**config.mk**
```make
export PLATFORM = sky130hd
export DESIGN_NAME = xor_begin_ctrl
export DESIGN_NICKNAME = d
export VERILOG_FILES = /design/src/rtl/ascon_pkg.sv /design/src/rtl/xor_begin.sv /design/src/rtl/xor_begin_ctrl.sv
export SDC_FILE = /design/constraint.sdc
export NUM_CORES = 1
export LEC_CHECK = 0
export BUFFER_PORTS_ARGS = -buffer_cell sky130_fd_sc_hd__buf_2
export CORE_AREA = 2 2 349 351
export CTS_BUF_LIST = sky130_fd_sc_hd__clkbuf_16
export DETAILED_ROUTE_END_ITERATION = 10
export DIE_AREA = 0 0 351 353
export SLEW_MARGIN = 20
export SYNTH_ARGS = -nofsm -noshare
export SYNTH_HDL_FRONTEND = slang
export SYNTH_SLANG_ARGS = --single-unit
```
**constraint.sdc**
```tcl
create_clock -name clock -period 2 [get_ports clock]
set_clock_uncertainty 0.15 [all_clocks]
set_input_delay 0.1 -clock clock [delete_from_list [all_inputs] [get_ports clock]]
set_output_delay 0.1 -clock clock [all_outputs]
set_load 0.01 [all_outputs]
```
**src/rtl/ascon_pkg.sv**
```systemverilog
// Shared Ascon types: the 320-bit permutation state, key slice bounds and the
// absorb-stage FSM encoding visible to the top-level controller.
package ascon_pkg;

    localparam int unsigned STATE_WORDS = 5;
    localparam int unsigned WORD_WIDTH  = 64;
    localparam int unsigned KEY_WIDTH   = 128;

    // Key word 1 comes from the upper half, word 2 from the lower half.
    localparam int unsigned KEY_HI_MSB = 127;
    localparam int unsigned KEY_HI_LSB = 64;
    localparam int unsigned KEY_LO_MSB = 63;
    localparam int unsigned KEY_LO_LSB = 0;

    typedef logic [STATE_WORDS-1:0][WORD_WIDTH-1:0] t_state_array;

    typedef enum logic [1:0] {
        S_IDLE,
        S_WAIT_DATA,
        S_SEND
    } t_xor_begin_fsm;

endpackage

```
**src/rtl/xor_begin.sv**
```systemverilog
// Combinational absorb: XOR a rate block into word 0 and optionally the key
// into words 1-2; words 3-4 pass straight through.
module xor_begin
    import ascon_pkg::*;
#(
    parameter int unsigned RATE_WIDTH = 64
) (
    input  t_state_array          state_i,
    input  logic [RATE_WIDTH-1:0] data_i,
    input  logic [KEY_WIDTH-1:0]  key_i,
    input  logic                  apply_key_i,
    output t_state_array          state_o
);

    always_comb begin
        state_o    = state_i;
        state_o[0] = state_i[0] ^ data_i;
        if (apply_key_i) begin
            state_o[1] = state_i[1] ^ key_i[KEY_HI_MSB:KEY_HI_LSB];
            state_o[2] = state_i[2] ^ key_i[KEY_LO_MSB:KEY_LO_LSB];
        end
    end

endmodule

```
**src/rtl/xor_begin_ctrl.sv**
```systemverilog
// Absorb stage in front of the Ascon permutation: capture state, accept one
// rate block, present the updated state and optionally emit ciphertext.
module xor_begin_ctrl
    import ascon_pkg::*;
#(
    parameter int unsigned RATE_WIDTH = 64
) (
    input  logic                  clock,
    input  logic                  reset_n,
    input  t_state_array          i_state,
    input  logic                  i_state_valid,
    input  logic [KEY_WIDTH-1:0]  i_key,
    input  logic                  i_mode_encrypt,
    input  logic                  i_enable_xor_key,
    input  logic [RATE_WIDTH-1:0] i_data,
    input  logic                  i_data_last,
    input  logic                  i_data_valid,
    output logic                  o_data_ready,
    output t_state_array          o_state,
    output logic                  o_state_last,
    output logic                  o_state_valid,
    input  logic                  i_state_ready,
    output logic [RATE_WIDTH-1:0] o_cipher,
    output logic                  o_cipher_valid
);

    t_xor_begin_fsm        fsm_q, fsm_d;
    t_state_array          state_q, state_d;
    t_state_array          absorbed;
    logic                  last_q, last_d;
    logic [RATE_WIDTH-1:0] cipher_q, cipher_d;
    logic                  cipher_valid_q, cipher_valid_d;

    xor_begin #(
        .RATE_WIDTH (RATE_WIDTH)
    ) u_xor_begin (
        .state_i     (state_q),
        .data_i      (i_data),
        .key_i       (i_key),
        .apply_key_i (i_data_last & i_enable_xor_key),
        .state_o     (absorbed)
    );

    always_comb begin
        fsm_d          = fsm_q;
        state_d        = state_q;
        last_d         = last_q;
        cipher_d       = cipher_q;
        cipher_valid_d = 1'b0;
        o_data_ready   = 1'b0;
        o_state_valid  = 1'b0;

        unique case (fsm_q)
            S_IDLE: begin
                if (i_state_valid) begin
                    state_d = i_state;
                    fsm_d   = S_WAIT_DATA;
                end
            end
            S_WAIT_DATA: begin
                o_data_ready = 1'b1;
                if (i_data_valid) begin
                    state_d = absorbed;
                    last_d  = i_data_last;
                    if (i_mode_encrypt) begin
                        cipher_d       = absorbed[0];
                        cipher_valid_d = 1'b1;
                    end
                    fsm_d = S_SEND;
                end
            end
            S_SEND: begin
                // i_state_valid is ignored here so the held state cannot be clobbered.
                o_state_valid = 1'b1;
                if (i_state_ready) begin
                    fsm_d = S_IDLE;
                end
            end
            default: fsm_d = S_IDLE;
        endcase
    end

    always_ff @(posedge clock or negedge reset_n) begin
        if (!reset_n) begin
            fsm_q          <= S_IDLE;
            state_q        <= '0;
            last_q         <= 1'b0;
            cipher_q       <= '0;
            cipher_valid_q <= 1'b0;
        end else begin
            fsm_q          <= fsm_d;
            state_q        <= state_d;
            last_q         <= last_d;
            cipher_q       <= cipher_d;
            cipher_valid_q <= cipher_valid_d;
        end
    end

    assign o_state        = state_q;
    assign o_state_last   = last_q;
    assign o_cipher       = cipher_q;
    assign o_cipher_valid = cipher_valid_q;

endmodule

```
### Word level (Yosys, flattened, before mapping)

Cells that the tools add are included.

| word-level totals | value |
|---|---|
| bits in latches | 0 |
| logic and storage cells | 41 |
| flip-flop bits (word level) | 388 |
| memory bits (read-only) | 0 |
| bits in writable memories | 0 |
| memories kept | 0 |

| operators by class | value |
|---|---|
| multiplexer cells | 13 |
| eq/ne operators | 6 |
| reduce and logical (&&, ||, !) cells | 8 |
| shift operators | 0 |
| order comparisons | 0 |
| div/mod/pow operators | 0 |
| bitwise operators | 5 |
| add/sub/neg operators | 0 |
| multipliers | 0 |

Operator list:

| kind | count |
|---|---|
| $pmux 320 s2 | 1 |
| $mux 320 | 1 |
| $mux 192 | 1 |
| $xor 64x64->64 | 3 |
| $mux 128 | 1 |
| $reduce_and 3->1 | 4 |
| $mux 2 | 3 |
| $ne 2x2->1 const B | 3 |
| $pmux 2 s3 | 1 |
| $mux 1 | 5 |
| $reduce_and 4->1 | 1 |
| $eq 2x1->1 const B | 1 |
| $eq 2x2->1 const B | 1 |
| $logic_not 2->1 | 1 |
| $ne 2x1->1 const B | 1 |
| $reduce_and 2->1 | 1 |
| $reduce_bool 2->1 | 1 |
| $and 1x1->1 | 1 |
| $not 1->1 | 1 |

### Logic depth before layout (Yosys ltp)

Gate-level depths: netlist (run 1).

| depth | value |
|---|---|
| depth in word-level cells | 4 |
| mapped depth | 8 |

### By module

Synthesis (run 1) repeated with hierarchy kept, for this count alone.

| second synthesis, totals | value |
|---|---|
| cell total of the unflattened synthesis | 1646 |
| area, all modules | 21617.0 um2 |

By module, submodules not included:

| module | times used | area an instance (um2) | sequential area each (um2) | cells each |
|---|---|---|---|---|
| xor_begin_ctrl | 1 | 18340.1 | 9709.3 | 1184 |
| xor_begin | 1 | 3276.9 | 0.0 | 462 |

### Worst setup path before layout (run 1)

Ideal clock, no wire load.

| path | value |
|---|---|
| kind | reg2reg |
| start | reg fsm_q[1] |
| end | reg state_q (netlist bit o_state[281]) |
| stages on the path, launching flop included | 7 |
| data arrival time | 1503 ps |
| clock period less this slack | 1781 ps |
| path slack | 219 ps |
| path buffers | 3 |
| setup time | 128 ps |
| cells stage by stage | dfrtp_1 nand2b_1 or2_1 buf_2 buf_6 buf_4 mux2_1 |

| between the ends | value |
|---|---|
| word-level cells in the longest chain between the ends | 3 |

RTL lines:

| what | line | RTL |
|---|---|---|
| from (decl) | xor_begin_ctrl.sv:27 | `t_xor_begin_fsm fsm_q, fsm_d;` |
| from (signal assigned) | xor_begin_ctrl.sv:91 | `fsm_q <= fsm_d;` |
| $eq 2x1->1 | xor_begin_ctrl.sv:53 | `unique case (fsm_q)` |
| $not 1->1 (no line) | -- |  |
| $reduce_and 3->1 (no line) (*) | -- |  |
| to (signal assigned) | xor_begin_ctrl.sv:92 | `state_q <= state_d;` |
| to (decl) | xor_begin_ctrl.sv:28 | `t_state_array state_q, state_d;` |

Mark *: on every way between the ends. The rest lies on a longest branch, timed or not.
A chain may end at the register's enable or synchronous reset.

### Final worst setup path (run 1)

| path | value |
|---|---|
| start | reg fsm_q[0] |
| end | reg state_q (netlist bit o_state[165]) |

| between the ends | value |
|---|---|
| word-level cells in the longest chain between the ends | 3 |

RTL lines:

| what | line |
|---|---|
| $eq 2x1->1 / $logic_not 2->1 (equally long branches) | xor_begin_ctrl.sv:53 |
| $ne 2x1->1 (no line) (tied with other cells) | -- |
| $reduce_and 4->1 (no line) | -- |

Parallel ways exist; a longest one is shown, timed or not. The select of a mux whose other input is x is not followed.

==> metrics.md, run 1 <==
| Metric | Value |
|---|---|
| Status | `finished, final reports clean` |
| Max frequency | `500 MHz` |
| Critical path capture point type | `flop` |
| DRT iter0 DRCs | `1739` |
| Sequential area share after synthesis | `50.3%` |
| Routed Antenna Nets | `0` |
| Full die area | `124000 um^2` |
| Share of power burned in registers | `32.1%` |
| Syn_nets | `2473` |
| Max-slew headroom | `65.7%` |
| Top cells by area, synth | `dfrtp_1 (50%), a21oi_1 (6.6%), mux2_2 (6.5%), a311oi_1 (5.8%), buf_4 (5.4%)` |
| Psw | `20.6 mW` |
| Yosys cell types | `25` |
| Flops & latches, synth | `388` |
| PortBufs | `907` |
| Number of synthesized flops with an enable pin | `0` |
| Final Cycle Share | `100%` |
| Area leader, netlist | `dfrtp_1` |
| Setup CP Type | `flop to flop` |
| Layout Area Growth over Synthesis | `70.5%` |
| Wire length per cell | `19.9 um` |
| Htree depth | `2` |
| Via Count | `21300` |
| Switching Fraction | `42.9%` |
| Power Density | `1460 nW/um^2` |
| CTS buffer count | `48` |
| Starting Density | `16.0%` |
| Worst-Margin Slew | `0.515 ns` |
| Root Driver | `clkbuf_16` |
| WHS | `0.0690 ns` |
| Final min period | `2.00 ns` |
| Initial antenna violation count | `18` |
| Main flop type after synthesis | `dfrtp_1` |
| Final Setup Violations | `0` |
| Post-synth ARST share | `100%` |
| CTS tree | `yes` |
| Mapped Area | `19300 um^2` |
| Ports | `908` |
| RePlAce Congestion | `0.880` |
| Row cnt | `128` |
| Clk sinks | `388` |
| Most numerous cell in the Yosys netlist | `dfrtp_1` |
| Int Pwr | `27.4 mW` |
| Detailed Route WL | `98900 um` |
| GR Util All Layers | `14.7%` |
| Syn_area_per_cell | `9.89 um^2` |
| CP Data Arrival Time | `2.32 ns` |
| Area share of the largest cell type after synthesis | `50.3%` |
| Share of post-route cells with drive strength above 1 | `37.9%` |
| CTS max path bufs | `3` |
| Global-route wire length before repair | `138000 um` |
| Reg clk slew, reported paths | `0.06 ns` |
| Final hold vios | `0` |
| NumNets Final | `3816` |
| Post-synth top cells | `dfrtp_1 (388), a21oi_1 (256), o22ai_1 (149), buf_4 (139)` |
| Combinational share of power | `49.1%` |
| Clk pwr share | `18.8%` |
| RSZ-0062 raised after global routing | `true` |
| Max capacitance violation total | `0` |
| Core ar. | `121000 um^2` |
| HP Class | `primary input to flop` |
| Clk_lat worst skew | `0.63 ns` |
| Startpoint types | `flop` |
| Max-slew violation count | `0` |
| Hpwl dp | `69000 um` |
| DR pass1 iterations | `5` |
| Die X | `351 um` |
| Critical Path RT | `2.32 ns` |
| Vias/cell | `4.29` |
| Post-placement cell area | `25500 um^2` |
| # DRC | `0` |
| Largest net degree at the start of global routing | `76` |
| Worst VDD drop | `0.727 mV` |
| Post-Syn Instances | `1953` |
| Die Y | `353 um` |
| Worst-path fanout max | `34` |
| P_leak | `14.9 nW` |
| Design Area, Final | `32900 um^2` |
| GRT overflow | `0` |
| Synth Warn # | `0` |
| Vias in the first global route | `21100` |
-- through the flow --
stage	setup WS [ns]	std cells	TNS (ns)	util, %	power [mW]
after floorplan	0.219	1953	0	-	28.0
after global placement	0.0672	4318	0	21.1	36.4
after detailed placement	0.0283	4318	0	21.1	36.8
after CTS	0.000479	4945	0	27.0	47.3
after global routing	-0.0769	4963	-0.972	27.3	50.9
final	0.000551	4966	0	27.3	48.0
-- final timing paths --
check | slack (ns) | start | to | depth (start not counted)
setup / recovery | 0.0006 | fsm_q[0] | o_state[165] | 6
hold / removal | 0.07 | i_key[117] | o_state[117] | 3
setup reg to reg | 0.0006 | fsm_q[0] | o_state[165] | 6
hold reg to reg | 0.32 | o_cipher[62] | o_cipher[62] | 2
max in group asynchronous | 0.59 | reset_n | o_state[51] | 5
min in group asynchronous | 0.66 | reset_n | o_cipher[41] | 4
-- sequential cells by signal, indices dropped and copies added, names as in the netlist --
register / flops
o_state: 320
fsm_q: 2
o_cipher: 64
o_cipher_valid: 1
o_state_last: 1
-- routing by layer --
layer,share of wire [%],vias up,global-route usage (%)
met2,46,1132,23.7
met5,0.095,-,0
li1,-,9600,-
met4,5.1,16,7.06
met1,40,10300,18.0
met3,8.6,258,4.13
-- power groups by stage --
stage	Combinational, mW	Sequential (mW)	Clock, mW
after floorplan	12.2	15.9	0
after global placement	21.2	15.1	0
after detailed placement	21.5	15.3	0
after CTS	22.9	15.2	9.25
after global routing	25.4	15.9	9.52
final	23.6	15.4	9.02
-- final cells by class --
class,instances,area (um^2)
Antenna cell,9,22.5
Clock buffer,49,1230
Clock inverter,37,352
Fill cell,12500,87700
Inverter,132,508
Multi-Input combinational cell,1167,7720
Sequential cell,388,9720
Tap cell,1625,2030
Timing Repair Buffer,1559,11400
-- repair_timing --
action	in CTS	in global routing
hold endpoints to repair	776	0
cloned	2	4
hold buffers	533	0
endpoints found under the setup margin	4	86
gates resized for setup	8	44
buffers inserted	6	8
pin swaps	0	5
-- layout by cell type (no fill, tap or decap), types with 108 or more instances in the layout --
cell,instances
buf_2,905
a311oi_1,121
dfrtp_1,386
o22ai_1,138
nor2_1,124
mux2_2,112
inv_1,134
a21oi_1,255
o21ai_0,108
dlygate4sd3_1,532
-- worst max-delay path, stage by stage, from the launching register on --
cell and delay, ns:
dfrtp_4 0.52, buf_4 0.17, or2_4 0.27, buf_12 0.18
buf_16 0.21, o22ai_1 0.21, a311oi_1 0.08
-- cells by family after synthesis --
group	share of synthesized area, %
muxes	7.62
xor gates and xnor gates	2.90
buffers and inverters	10.7
DFF	50.3
AOI/OAI and AO/OA	22.0
and+or+nand+nor	6.48
(Power assumes the default switching activity.)
==> run 2, diff against run 1 <==
--- a/config.mk
+++ b/config.mk
@@ -5,11 +5,13 @@
 export SDC_FILE = /design/constraint.sdc
 export NUM_CORES = 1
 export LEC_CHECK = 0
+export ABC_AREA = 1
 export BUFFER_PORTS_ARGS = -buffer_cell sky130_fd_sc_hd__buf_2
-export CORE_AREA = 2 2 349 351
+export CORE_AREA = 2 2 358 360
 export CTS_BUF_LIST = sky130_fd_sc_hd__clkbuf_16
 export DETAILED_ROUTE_END_ITERATION = 10
-export DIE_AREA = 0 0 351 353
+export DIE_AREA = 0 0 360 362
+export HOLD_SLACK_MARGIN = 0.1
 export SLEW_MARGIN = 20
 export SYNTH_ARGS = -nofsm -noshare
 export SYNTH_HDL_FRONTEND = slang
==> metrics.md, run 2 <==
| Metric | Value |
|---|---|
| Status | `finished, final reports clean` |
| Yosys cell types | `16 (-36%)` |
| Final Setup Violations | `0 (unchanged)` |
| Die Y | `362 um (+2.5%)` |
| Clk pwr share | `16.6% (-2.2 points)` |
| Leading cell type in the layout, fill and taps excluded | `nand2_1` |
| Detailed Route WL | `117000 um (+18%)` |
| Initial antenna violation count | `23 (+5)` |
| Post-Syn Instances | `3178 (+63%)` |
| Share of post-route cells with drive strength above 1 | `23.4% (-15 points)` |
| CP cell instances | `nor2_4 -> buf_12 -> nand3_1 -> dlygate4sd3_1 -> nand2_1` |
| CTS max path bufs | `3 (unchanged)` |
| Flops & latches, synth | `388 (unchanged)` |
| Most numerous cell in the Yosys netlist | `nand2_1` |
| Ports | `908 (unchanged)` |
| Number of synthesized flops with an enable pin | `0 (unchanged)` |
| Via Count | `25500 (+20%)` |
| Startpoint types | `flop` |
| CP Data Arrival Time | `2.31 ns (about the same)` |
| Fin util | `27.9% (+0.57 points)` |
| Psw | `24.4 mW (+19%)` |
| Starting Density | `16.8% (+0.79 points)` |
| CTS tree | `yes` |
| Worst-path fanout max | `44 (+29%)` |
| WHS | `0.160 ns (+0.0913 ns)` |
| Root Driver | `clkbuf_16` |
| Mapped Area | `21300 um^2 (+10%)` |
| Post-synth ARST share | `100% (unchanged)` |
| Critical Path RT | `2.40 ns (+0.08 ns)` |
| Reg-to-reg setup timing slack | `0.1 ns (+0.09 ns)` |
| Setup CP Type | `flop to flop` |
| Worst-Margin Slew | `0.551 ns (+0.0357 ns)` |
| Critical path capture point type | `flop` |
| HP Class | `primary input to flop` |
| Post-synth top cells | `nand2_1 (1675), dfrtp_1 (388), inv_1 (386), nand3_1 (322), buf_4 (133)` |
| Slowest stage cell, crit path | `dlygate4sd3_1` |
| Slowest stage delay, CP | `0.60 ns (+0.08 ns)` |
| Final hold vios | `0 (unchanged)` |
| Sequential area share after synthesis | `45.6% (-4.7 points)` |
| Top delay family on crit path | `buffers and inverters` |
| Share of power burned in registers | `30.4% (-1.7 points)` |
| Final Cycle Share | `95.2% (-4.7 points)` |
| NumNets Final | `5120 (+34%)` |
| Max frequency | `525 MHz (+5.0%)` |
| RSZ-0062 raised after global routing | `true` |
| Syn_area_per_cell | `6.70 um^2 (-32%)` |
| Power Density | `1430 nW/um^2 (-1.8%)` |
| Clk sinks | `388 (unchanged)` |
| Area share of the largest cell type after synthesis | `45.6% (-4.7 points)` |
| Final Total Pwr | `50.6 mW (+5.3%)` |
| Main flop type after synthesis | `dfrtp_1` |
| Most frequent cells in the layout | `nand2_1 (1672), buf_2 (905), dlygate4sd3_1 (629)` |
| GRT overflow | `0 (unchanged)` |
| Crit path buf inv count | `2 (-1)` |
| Worst r2r src | `fsm_q[0]` |
| Synth Warn # | `0 (unchanged)` |
| DRT iter0 DRCs | `1666 (-4.2%)` |
| Critical Path Source | `fsm_q[0]` |
| Global-route wire length before repair | `168000 um (+22%)` |
| RePlAce Congestion | `0.874 (-0.66%)` |
| # DRC | `0 (unchanged)` |
| Syn_nets | `3698 (+50%)` |
| GR Util All Layers | `17.2% (+2.5 points)` |
| Clk_lat worst skew | `0.62 ns (about the same)` |
| Largest register FFs | `320 (unchanged)` |
| Htree depth | `2 (unchanged)` |
| Vias/cell | `4.04 (-5.9%)` |
| Largest net degree at the start of global routing | `87 (+14%)` |
| P_leak | `19.9 nW (+33%)` |
| Reg clk slew, reported paths | `0.06 ns (about the same)` |
| Die X | `360 um (+2.6%)` |
| Max-slew headroom | `63.3% (-2.4 points)` |
| Vias in the first global route | `25400 (+20%)` |
| Top cells by area, synth | `dfrtp_1 (46%), nand2_1 (30%), nand3_1 (7.6%), inv_1 (6.8%), buf_4 (4.7%)` |
| Switching Fraction | `48.3% (+5.4 points)` |
| Wire length per cell | `18.5 um (-7.1%)` |
| Hpwl dp | `88000 um (+28%)` |
| Int Pwr | `26.1 mW (-4.6%)` |
| CTS buffer count | `48 (unchanged)` |
| Row cnt | `131 (+2.3%)` |
| Full die area | `130000 um^2 (+5.2%)` |
| Worst VDD drop | `0.709 mV (-2.5%)` |
| Final min period | `1.90 ns (-0.0947 ns)` |
| Combinational share of power | `53.0% (+3.9 points)` |
| DR pass1 iterations | `5 (unchanged)` |
| Core ar. | `127000 um^2 (+5.1%)` |
| Hold path startpoint | `i_state[290]` |
| PortBufs | `907 (unchanged)` |
| Area leader, netlist | `dfrtp_1` |
| Max-slew violation count | `0 (unchanged)` |
| Routed Antenna Nets | `0 (unchanged)` |
| Max capacitance violation total | `0 (unchanged)` |
| Layout Area Growth over Synthesis | `65.9%` |
-- run 2: cell count changes after synthesis, sizes merged, moves of 40 or more --
cell    delta
nand2b    -44
mux2     -129
o21ai    -106
clkbuf    -40
inv      +258
nand2   +1609
nor2      -62
xnor2     -64
a21oi    -191
buf       +41
o22ai    -149
a311oi   -128
nand3    +277
-- run 2: layer usage --
| metal | track usage [%] | part of all wire [%] |
|---|---|---|
| met2 | 29.5 | 47 |
| met3 | 4.38 | 7.4 |
| met4 | 7.47 | 4.9 |
| met1 | 20.3 | 40 |
| met5 | 0 | 0.074 |
-- run 2: timing repair --
action	4_1_cts	5_1_grt
setup endpoints to repair	1	72
gates cloned	2	1
gates resized for setup	1	9
buffers inserted	3	4
hold buffers	630	0
hold endpoints to repair	776	0
pin swaps	1	1
-- run 2: power groups by stage --
stage                     combinational [mW]  sequential (mW)  clock [mW]
after floorplan                         14.0             15.5           0
final                                   26.8             15.4        8.37
after global routing                    29.8             15.8        8.96
after detailed placement                25.5             15.3           0
after global placement                  25.2             15.2           0
after CTS                               27.1             15.3        8.65
-- run 2: worst reg2reg max path: cells and delay by family, from the launching register on --
family / cells / cell delay (ns)
simple gates: 3 / 0.42
buf+inv: 2 / 0.82
flops: 1 / 0.44
-- run 2: worst paths after layout --
path                           endpoint  depth (start not counted)
max in group asynchronous   o_state[75]                          3
max                        o_state[293]                          5
min                        o_state[290]                          4
min in group asynchronous   o_state[60]                          3
max reg2reg                o_state[293]                          5
min reg2reg                o_state[290]                          2
-- run 2: area by class of cell --
cell class                      instances  area, um^2
Fill cell                           13600       91400
Antenna cell                           14        35.0
Sequential cell                       388        9710
Tap cell                             1662        2080
Clock buffer                           49        1230
Timing Repair Buffer                 1639       12000
Multi-Input combinational cell       2134        8570
Clock inverter                         35         230
Inverter                              389        1460
-- run 2: through the flow --
step / cell area, um^2 / TNS, ns / setup WS (ns) / std cells
5_1_grt: 35300 / -0.00123 / -0.00101 / 6303
3_3_place_gp: 27300 / 0 / 0.184 / 5572
6_report: 35300 / 0 / 0.0953 / 6310
4_1_cts: 35200 / 0 / 0.0277 / 6291
3_5_place_dp: 27300 / 0 / 0.129 / 5572
2_1_floorplan: 21300 / 0 / 0.522 / 3178
-- run 2: logic make-up (layout without fill, tap and decap cells) --
kind of cell	count (synthesis)	in the layout	share of synthesized area, %
flops	388	388	45.6
buf+inv	656	2112	14.5
other cells	0	14	0
compound gates	68	68	1.61
simple gates	2066	2066	38.3
